## src/rtl/switch_debounce_pair.sv

```systemverilog
// Two-channel switch conditioner: per-channel synchroniser and debounce FSM.
// Drives clean a/b levels, one-cycle change strobes and a settled flag.
module switch_debounce_pair #(
  parameter int SYNC_STAGES  = 2,
  parameter int STABLE_COUNT = 500000
) (
  input  logic clk,
  input  logic rst_n,
  input  logic sw_a_raw,
  input  logic sw_b_raw,
  output logic a,
  output logic b,
  output logic a_chg,
  output logic b_chg,
  output logic settled
);

  localparam int CW = $clog2(STABLE_COUNT + 1);
  localparam logic [CW-1:0] LAST = CW'(STABLE_COUNT - 1);

  typedef enum logic {
    IDLE,
    COUNT
  } state_t;

  logic [1:0] raw;
  logic [1:0] lvl;
  logic [1:0] chg;
  logic [1:0] idle_nxt;

  assign raw = {sw_b_raw, sw_a_raw};

  for (genvar i = 0; i < 2; i++) begin : g_ch
    logic [SYNC_STAGES-1:0] sync;
    logic                   syn;
    state_t                 state;
    logic [CW-1:0]          cnt;
    logic                   x;
    logic                   x_chg;
    logic                   diff;
    logic                   done;

    assign syn  = sync[SYNC_STAGES-1];
    assign diff = (syn != x);
    assign done = (cnt == LAST);

    // a channel is idle next cycle unless it keeps counting
    assign idle_nxt[i] = !diff || done;
    assign lvl[i]      = x;
    assign chg[i]      = x_chg;

    // plain shift chain bringing the raw switch into the clk domain
    always_ff @(posedge clk or negedge rst_n) begin
      if (!rst_n) begin
        sync <= '0;
      end else begin
        sync <= {sync[SYNC_STAGES-2:0], raw[i]};
      end
    end

    // qualify a new level for STABLE_COUNT consecutive cycles
    always_ff @(posedge clk or negedge rst_n) begin
      if (!rst_n) begin
        state <= IDLE;
        cnt   <= '0;
        x     <= 1'b0;
        x_chg <= 1'b0;
      end else begin
        x_chg <= 1'b0;
        unique case (state)
          IDLE: begin
            if (diff) begin
              if (done) begin
                x     <= syn;
                x_chg <= 1'b1;
                cnt   <= '0;
              end else begin
                cnt   <= cnt + 1'b1;
                state <= COUNT;
              end
            end
          end
          COUNT: begin
            if (!diff) begin
              cnt   <= '0;
              state <= IDLE;
            end else if (done) begin
              x     <= syn;
              x_chg <= 1'b1;
              cnt   <= '0;
              state <= IDLE;
            end else begin
              cnt <= cnt + 1'b1;
            end
          end
          default: begin
            cnt   <= '0;
            state <= IDLE;
          end
        endcase
      end
    end
  end

  // settled tracks the next state so it drops on the first counting edge
  always_ff @(posedge clk or negedge rst_n) begin
    if (!rst_n) begin
      settled <= 1'b1;
    end else begin
      settled <= &idle_nxt;
    end
  end

  assign a     = lvl[0];
  assign b     = lvl[1];
  assign a_chg = chg[0];
  assign b_chg = chg[1];

endmodule
```

## config.mk

```make
export PLATFORM = sky130hd
export DESIGN_NAME = switch_debounce_pair
export DESIGN_NICKNAME = d
export VERILOG_FILES = /design/src/rtl/switch_debounce_pair.sv
export SDC_FILE = /design/constraint.sdc
export NUM_CORES = 1
export LEC_CHECK = 0
export BUFFER_PORTS_ARGS = -buffer_cell sky130_fd_sc_hd__buf_2
export CORE_ASPECT_RATIO = 1.4
export CORE_UTILIZATION = 40
export DETAILED_ROUTE_END_ITERATION = 12
export GPL_TIMING_DRIVEN = 0
export HOLD_SLACK_MARGIN = 0.06
export PLACE_DENSITY = 0.67
export SYNTH_ARGS = -nofsm -noshare
export SYNTH_HDL_FRONTEND = slang
export SYNTH_SLANG_ARGS = --single-unit
```

## constraint.sdc

```tcl
create_clock -name clk -period 1.9 [get_ports clk]
set_input_delay 0.38 -clock clk [delete_from_list [all_inputs] [get_ports clk]]
set_output_delay 0.38 -clock clk [all_outputs]
set_load 0.02 [all_outputs]
```

==> results.txt, run 1 <==
----------------------------------------------------
[Run status]
  Status ... finished clean

[Clock network]
  H-tree lvl count ... 2
  Source-to-sink clock delay at the later pin of the worst-skew pair ... 0.30 ns
  Clk root buf ... sky130_fd_sc_hd__clkbuf_8
  TritonCTS buffer count ... 5
  Worst-path clk slew ... 0.09 ns
  Clock Path Buffers ... 2
  Post-CTS Hold Buffers ... 0
  CTS tree ... built
  Clock Sink Count ... 49

[Floorplan]
  Starting utilization of the core area ... 41.1%
  Placeable core region ... 6210 um^2
  Top-level port count ... 9
  Standard-cell row count ... 34
  Horizontal die dimension ... 69.5 um
  DIE AREA ... 6720 um^2
  Die span in y ... 96.6 um

[STA]
  WHS ... 0.178 ns
  Transition at the pin with the smallest max-transition slack ... 1.06 ns
  Achievable frequency ... 545 MHz
  Slew HR ... 29.1%
  Final worst path period need ... 1.84 ns
  Hold violation total from the final report ... 0
  Final-report max-slew violation count ... 0
  Final-layout setup total negative slack ... 0 ns
  Crit share post-route ... 96.6%
  Final setup violating endpoints ... 0
  Setup ws final ... 0.0640 ns
  Maximum clock skew at final layout ... 0.00721 ns

[Logic synthesis]
  Cell area after synthesis ... 2550 um^2
  Count of different cell masters after synthesis ... 44
  Number of instances in the synthesized netlist ... 270
  XOR/XNOR Fraction of Synth Area ... 1.67%
  Top post-synthesis cells by count ... sky130_fd_sc_hd__dfrtp_1, sky130_fd_sc_hd__o21ai_0, sky130_fd_sc_hd__nand2_1
  Synth area leader ... sky130_fd_sc_hd__dfrtp_1
  Share of the yosys chip area belonging to registers ... 48.0%
  Synthesized net count ... 276
  Proportion of netlist area held by the largest area contributor ... 47.0%
  Number of enable flip-flop cells after synthesis ... 0
  Synthesized area per cell ... 9.46 um^2
  Number of synthesis warnings ... 0
  Top area cells in the synthesized netlist ... sky130_fd_sc_hd__dfrtp_1, sky130_fd_sc_hd__o21ai_0, sky130_fd_sc_hd__a21o_1
  FFs w/ async S/R, synth ... 100%
  Area fraction in compound gates after synthesis ... 17.3%
  Most common flop cell mapped by yosys ... sky130_fd_sc_hd__dfrtp_1
  Synth Area in Simple Gates ... 26.8%
  Multiplexer share of the synthesized area ... 2.15%
  Post-synthesis adder-cell area fraction ... 0.979%
  Largest family of logic cells by synthesized area ... simple AND/OR/NAND/NOR gates
  Most common cell in the netlist ... sky130_fd_sc_hd__dfrtp_1
  Synth Register Bits ... 49

[Placed design]
  Placed wire-length estimate after detailed placement ... 3.84 mm
  Pre-CTS worst setup slack ... -0.107 ns
  Cell area after placement ... 2690 um^2
  Global placement routability congestion ... 0.851
  Cell total after placement ... 350
  Count of input and output buffers ... 8

[Route]
  First-pass detailed-route iteration total ... 4
  Routed Antenna Nets ... 0
  Routed length per instance ... 15.9 um
  Detailed router's first-iteration violation count ... 226
  # DRC ... 0
  Sum of routed wire length over all layers ... 5.83 mm
  Via count ... 2158
  Detailed-route vias per instance ... 5.90

[Global routing]
  First-pass GRT wire length ... 9.56 mm
  Vias in the first global route ... 2101
  Largest net degree at the start of global routing ... 50
  Total congestion overflow ... 0
  Initial antenna violation count ... 0
  Global-route usage over all layers ... 18.2%

[Min path]
  Class of the tightest hold or removal check ... in -> reg

[Job]
  Max_cap viols ... 0

[Finish]
  Count of nets after finishing ... 299
  Combined area of the multi-input logic cells ... 1340 um^2
  Fill cell count ... 585
  Antenna cells ... 0
  Number of non-filler instances in the completed layout ... 366
  Final standard cell area without fillers ... 2950 um^2
  Fraction of layout cells with a size suffix above 1 ... 18.7%
  Area taken by flip-flops and latches ... 1230 um^2
  Area grow syn2layout ... 15.5%

[Worst setup path]
  Largest stage delay on the critical path ... 0.44 ns
  R2R Setup Slk ... 0.06 ns
  Cell repeated most along the worst path ... sky130_fd_sc_hd__a21o_1
  Critical-path maximum fanout ... 10
  Crit Path Class ... reg -> reg
  Endpoint class of the critical path ... flip-flop
  Arrival time at the worst endpoint ... 2.04 ns
  Cells along the critical path ... ha_4 -> and4_4 -> nand3_2 -> o21ai_4 -> inv_2 -> buf_6 -> a21o_1 -> a21o_1
  Kind of start point of the critical path ... flip-flop
  Required @ worst endpoint ... 2.10 ns
  Worst path slowest cell ... sky130_fd_sc_hd__dfrtp_1

[Power]
  Worst vdd rail ir drop ... 0.362 mV
  Power per unit of standard cell area ... 692 nW/um^2
  Static Leakage ... 1.35 nW

----------------------------------------------------
[metrics by stage]
stage,total power [mW],util (%)
2_1_floorplan,1.22,-
3_3_place_gp,1.27,43.2
3_5_place_dp,1.28,43.2
4_1_cts,2.04,45.8
5_1_grt,2.13,47.5
6_report,2.04,47.5
[routing by layer]
| layer | global-route usage, % | up-vias | part of all wire, % |
|---|---|---|---|
| met4 | 9.18 | 0 | 2.3 |
| met1 | 19.5 | 1074 | 42 |
| met2 | 34.7 | 33 | 54 |
| met3 | 3.01 | 10 | 2.2 |
| met5 | 0 | - | 0 |
| li1 | - | 1041 | - |
[critical path: cells and delay by family, from the launching register on]
kind | cells | cell delay, ns
DFF | 1 | 0.44
AOI/OAI and AO/OA | 3 | 0.57
adders and majority gates | 1 | 0.17
buffers and inverters | 2 | 0.20
and+or+nand+nor | 2 | 0.35
[kinds of logic after synthesis]
logic type,Yosys count
simple gates,125
compound gates,69
flops,49
buf+inv,16
mux,5
xor+xnor,4
fa+ha+maj,2
[final cells by class]
type / instances / share of cell area, %
Buffer: 9 / 2.25
Clock buffer: 6 / 2.46
Clock inverter: 2 / 1.19
Inverter: 7 / 0.890
Multi-Input combinational cell: 205 / 45.3
Sequential cell: 49 / 41.6
Tap cell: 72 / 3.05
Timing Repair Buffer: 16 / 3.31
[cells in the final DEF, fill, tap and decap left out, types with 6 or more instances in the layout]
master,count
sky130_fd_sc_hd__a31oi_1,6
sky130_fd_sc_hd__a21o_1,16
sky130_fd_sc_hd__nor3_1,14
sky130_fd_sc_hd__dfrtp_1,48
sky130_fd_sc_hd__nand4_1,11
sky130_fd_sc_hd__nand2_1,24
sky130_fd_sc_hd__a21oi_1,9
sky130_fd_sc_hd__nand3_1,15
sky130_fd_sc_hd__nor2_1,17
sky130_fd_sc_hd__and3_1,10
sky130_fd_sc_hd__buf_4,9
sky130_fd_sc_hd__or3_1,6
sky130_fd_sc_hd__buf_2,9
sky130_fd_sc_hd__o21ai_0,27
[state kept, by name, indices dropped and copies added (netlist names)]
register,cells
a_chg,1
a,1
g_ch.cnt,38
b,1
g_ch.state,2
settled,1
b_chg,1
g_ch.sync,4
[path summary, 6_finish.rpt]
check,cells past startpoint,start,to
worst min register to register,0,g_ch[1].sync[0],g_ch[1].sync[1]
max in group asynchronous,1,rst_n,g_ch[0].cnt[17]
worst min-delay path,1,sw_a_raw,g_ch[0].sync[0]
worst max register to register,8,g_ch[1].cnt[1],g_ch[1].cnt[5]
min in group asynchronous,1,rst_n,g_ch[1].cnt[10]
worst max-delay path,8,g_ch[1].cnt[1],g_ch[1].cnt[5]
[power breakdown]
group	total [mW]	internal (mW)	switching, mW
sequential	1.11	1.07	0.0379
clock	0.735	0.391	0.344
combinational	0.197	0.0879	0.109
total	2.04	1.55	0.491
[timing repair]
| item | 4_1_cts | 5_1_grt |
|---|---|---|
| resized for setup | 7 | 14 |
| pin swaps | 2 | 3 |
| cloned | 0 | 1 |
| buffers inserted | 3 | 4 |
| hold endpoints to repair | 0 | 0 |
| setup endpoints to repair | 22 | 22 |
(Power assumes the default switching activity.)
==> run 2: changes to the inputs <==
--- a/config.mk
+++ b/config.mk
@@ -13,2 +13,3 @@
 export HOLD_SLACK_MARGIN = 0.06
+export MAX_ROUTING_LAYER = met4
 export PLACE_DENSITY = 0.67
==> constraint.sdc (replaced) <==
create_clock -name clk -period 1.9 [get_ports clk]
set_input_delay 0.19 -clock clk [delete_from_list [all_inputs] [get_ports clk]]
set_output_delay 0.19 -clock clk [all_outputs]
set_load 0.02 [all_outputs]
==> results.txt, run 2 (same netlist as run 1, synthesis figures left out) <==
----------------------------------------------------
[Run status]
  Status ... finished clean (unchanged)

[Worst setup path]
  Depth of the worst register-to-register path ... 8 (unchanged)
  Launch point of the worst path ... g_ch[1].cnt[1] (unchanged)
  Worst r2r dst ... g_ch[1].cnt[5] (unchanged)
  Startpoint of the worst register-to-register path ... g_ch[1].cnt[1] (unchanged)
  Cells along the critical path ... ha_4 -> and4_4 -> nand3_2 -> o21ai_4 -> inv_2 -> buf_6 -> a21o_1 -> a21o_1 (unchanged)
  R2R Setup Slk ... 0.07 ns (was 0.06 ns)
  Worst path slowest cell ... sky130_fd_sc_hd__dfrtp_1 (unchanged)
  Crit Path Class ... reg -> reg (unchanged)
  Kind of start point of the critical path ... flip-flop (unchanged)
  Required @ worst endpoint ... 2.10 ns (about the same)
  Critical-path maximum fanout ... 10 (unchanged)
  Largest stage delay on the critical path ... 0.44 ns (about the same)
  Endpoint class of the critical path ... flip-flop (unchanged)
  Cell repeated most along the worst path ... sky130_fd_sc_hd__a21o_1 (unchanged)
  Worst setup path endpoint ... g_ch[1].cnt[5] (unchanged)
  Arrival time at the worst endpoint ... 2.03 ns (was 2.04 ns)

[Finish]
  Number of flip-flops in the largest register ... 38 (unchanged)
  Largest register by flop count ... g_ch.cnt (unchanged)
  Fill cell count ... 583 (was 585)
  Area grow syn2layout ... 16.3% (was 15.5%)
  Final standard cell area without fillers ... 2970 um^2 (was 2950 um^2)
  Antenna cells ... 0 (unchanged)
  Fraction of layout cells with a size suffix above 1 ... 18.6% (was 18.7%)
  Count of nets after finishing ... 301 (was 299)
  Largest regs ... g_ch.cnt: 38 flops, g_ch.sync: 4 flops, g_ch.state: 2 flops (unchanged)
  Top library cells by usage in the layout, fill and taps aside ... sky130_fd_sc_hd__dfrtp_1, sky130_fd_sc_hd__o21ai_0, sky130_fd_sc_hd__nand2_1 (unchanged)
  Number of non-filler instances in the completed layout ... 368 (was 366)
  Most common cell after layout, fill and taps aside ... sky130_fd_sc_hd__dfrtp_1 (unchanged)
  Final core utilization ... 47.8% (was 47.5%)

[Clock network]
  H-tree lvl count ... 2 (unchanged)
  Clock Sink Count ... 49 (unchanged)
  TritonCTS buffer count ... 5 (unchanged)
  Source-to-sink clock delay at the later pin of the worst-skew pair ... 0.30 ns (about the same)
  Clock Path Buffers ... 2 (unchanged)
  CTS tree ... built (unchanged)
  Clk root buf ... sky130_fd_sc_hd__clkbuf_8 (unchanged)
  Worst-path clk slew ... 0.09 ns (about the same)

[Route]
  Sum of routed wire length over all layers ... 5.82 mm (was 5.83 mm)
  Routed length per instance ... 15.8 um (was 15.9 um)
  # DRC ... 0 (unchanged)
  Routed wire length on met2 ... 3.12 mm (was 3.14 mm)
  Detailed-route vias per instance ... 5.93 (was 5.90)
  Highest metal used ... met4 (unchanged)
  First-pass detailed-route iteration total ... 4 (unchanged)
  Detailed router's first-iteration violation count ... 234 (was 226)
  Met1 Routed Length ... 2.38 mm (was 2.43 mm)
  Routed Antenna Nets ... 0 (unchanged)
  Routed met3 length ... 178 um (was 126 um)
  Via count ... 2182 (was 2158)

[Global routing]
  Initial antenna violation count ... 0 (unchanged)
  First-pass GRT wire length ... 9.54 mm (was 9.56 mm)
  Total congestion overflow ... 0 (unchanged)
  Global-route usage over all layers ... 18.7% (was 18.2%)
  Vias in the first global route ... 2105 (was 2101)
  Largest net degree at the start of global routing ... 50 (unchanged)

[Placed design]
  Placed wire-length estimate after detailed placement ... 3.84 mm (unchanged)
  Global placement routability congestion ... 0.865 (was 0.851)
  Cell area after placement ... 2690 um^2 (unchanged)
  Cell total after placement ... 350 (unchanged)
  Count of input and output buffers ... 8 (unchanged)

[STA]
  Transition at the pin with the smallest max-transition slack ... 1.05 ns (was 1.06 ns)
  Final worst path period need ... 1.83 ns (was 1.84 ns)
  Final-report max-slew violation count ... 0 (unchanged)
  Final setup violating endpoints ... 0 (unchanged)
  Hold violation total from the final report ... 0 (unchanged)
  Achievable frequency ... 547 MHz (was 545 MHz)
  Crit share post-route ... 96.2% (was 96.6%)
  Maximum clock skew at final layout ... 0.00881 ns (was 0.00721 ns)
  Slew HR ... 30.1% (was 29.1%)

[Power]
  Static Leakage ... 1.36 nW (was 1.35 nW)
  Power per unit of standard cell area ... 686 nW/um^2 (was 692 nW/um^2)
  Overall power ... 2.04 mW (about the same)
  Worst vdd rail ir drop ... 0.358 mV (was 0.362 mV)

[Floorplan]
  Placeable core region ... 6210 um^2 (unchanged)
  Standard-cell row count ... 34 (unchanged)
  DIE AREA ... 6720 um^2 (unchanged)
  Top-level port count ... 9 (unchanged)
  Die span in y ... 96.6 um (unchanged)
  Starting utilization of the core area ... 41.1% (unchanged)
  Horizontal die dimension ... 69.5 um (unchanged)

[Min path]
  Class of the tightest hold or removal check ... in -> async (was in -> reg)

[Job]
  Max_cap viols ... 0 (unchanged)

----------------------------------------------------
-- run 2: changes by cell type in the layout (fill, tap and decap cells not counted), sizes merged --
cell         delta
dlygate4sd3     +2
-- run 2: cell type report --
cell class	instances	area, um^2	share of cell area (%)
inverter	7	26.3	0.884
multi-input combinational	205	1340	45.0
timing repair buffer	18	118	3.96
clock inverter	2	35.0	1.18
clock buffer	6	72.6	2.44
buffer	9	66.3	2.23
sequential	49	1230	41.3
tap	72	90.1	3.03
-- run 2: per-layer routing --
layer	vias up	GRT usage (%)
li1	1043	-
met1	1072	19.3
met2	57	34.7
met3	10	3.01
met4	0	9.18
met5	-	-
-- run 2: power breakdown --
part / switching, mW / total (mW) / internal [mW]
Combinational: 0.109 / 0.200 / 0.0905
Sequential: 0.0374 / 1.11 / 1.07
Clock: 0.338 / 0.729 / 0.391
-- run 2: worst max-delay path: cells and delay by family, from the launching register on --
kind	cells	cell delay (ns)
AO/OA/AOI/OAI	3	0.57
flip-flops	1	0.44
AND/OR/NAND/NOR	2	0.35
buffers and inverters	2	0.20
adder cells (fa/ha/maj)	1	0.17
-- run 2: worst min path at each step --
stage / startpoint / end / slack [ns] / cells after the start
final: rst_n / g_ch[1].cnt[10] / 0.06 / 1
after global routing: rst_n / g_ch[1].cnt[10] / 0.16 / 1
after CTS: rst_n / g_ch[1].cnt[10] / 0.12 / 1
after detailed placement: sw_a_raw / g_ch[0].sync[0] / 0.30 / 1
after global placement: sw_a_raw / g_ch[0].sync[0] / 0.30 / 1
after floorplan: rst_n / a / -0.11 / 0
-- run 2: timing repair --
action                                  in CTS  in global routing
setup buffers                                3                  4
endpoints found under the setup margin      22                 22
gates cloned                                 0                  1
resized for setup                            7                 14
hold buffers                                 2                  0
pin swaps                                    2                  3
endpoints found under the hold margin        2                  0
-- run 2: per-stage QoR --
stage          hold WS, ns  TNS (ns)  setup WS, ns
2_1_floorplan       -0.106         0         0.119
3_3_place_gp         0.299    -0.762        -0.118
3_5_place_dp         0.303    -0.939        -0.107
4_1_cts              0.118         0       0.00333
5_1_grt              0.164   -0.0594       -0.0220
6_report            0.0643         0        0.0716
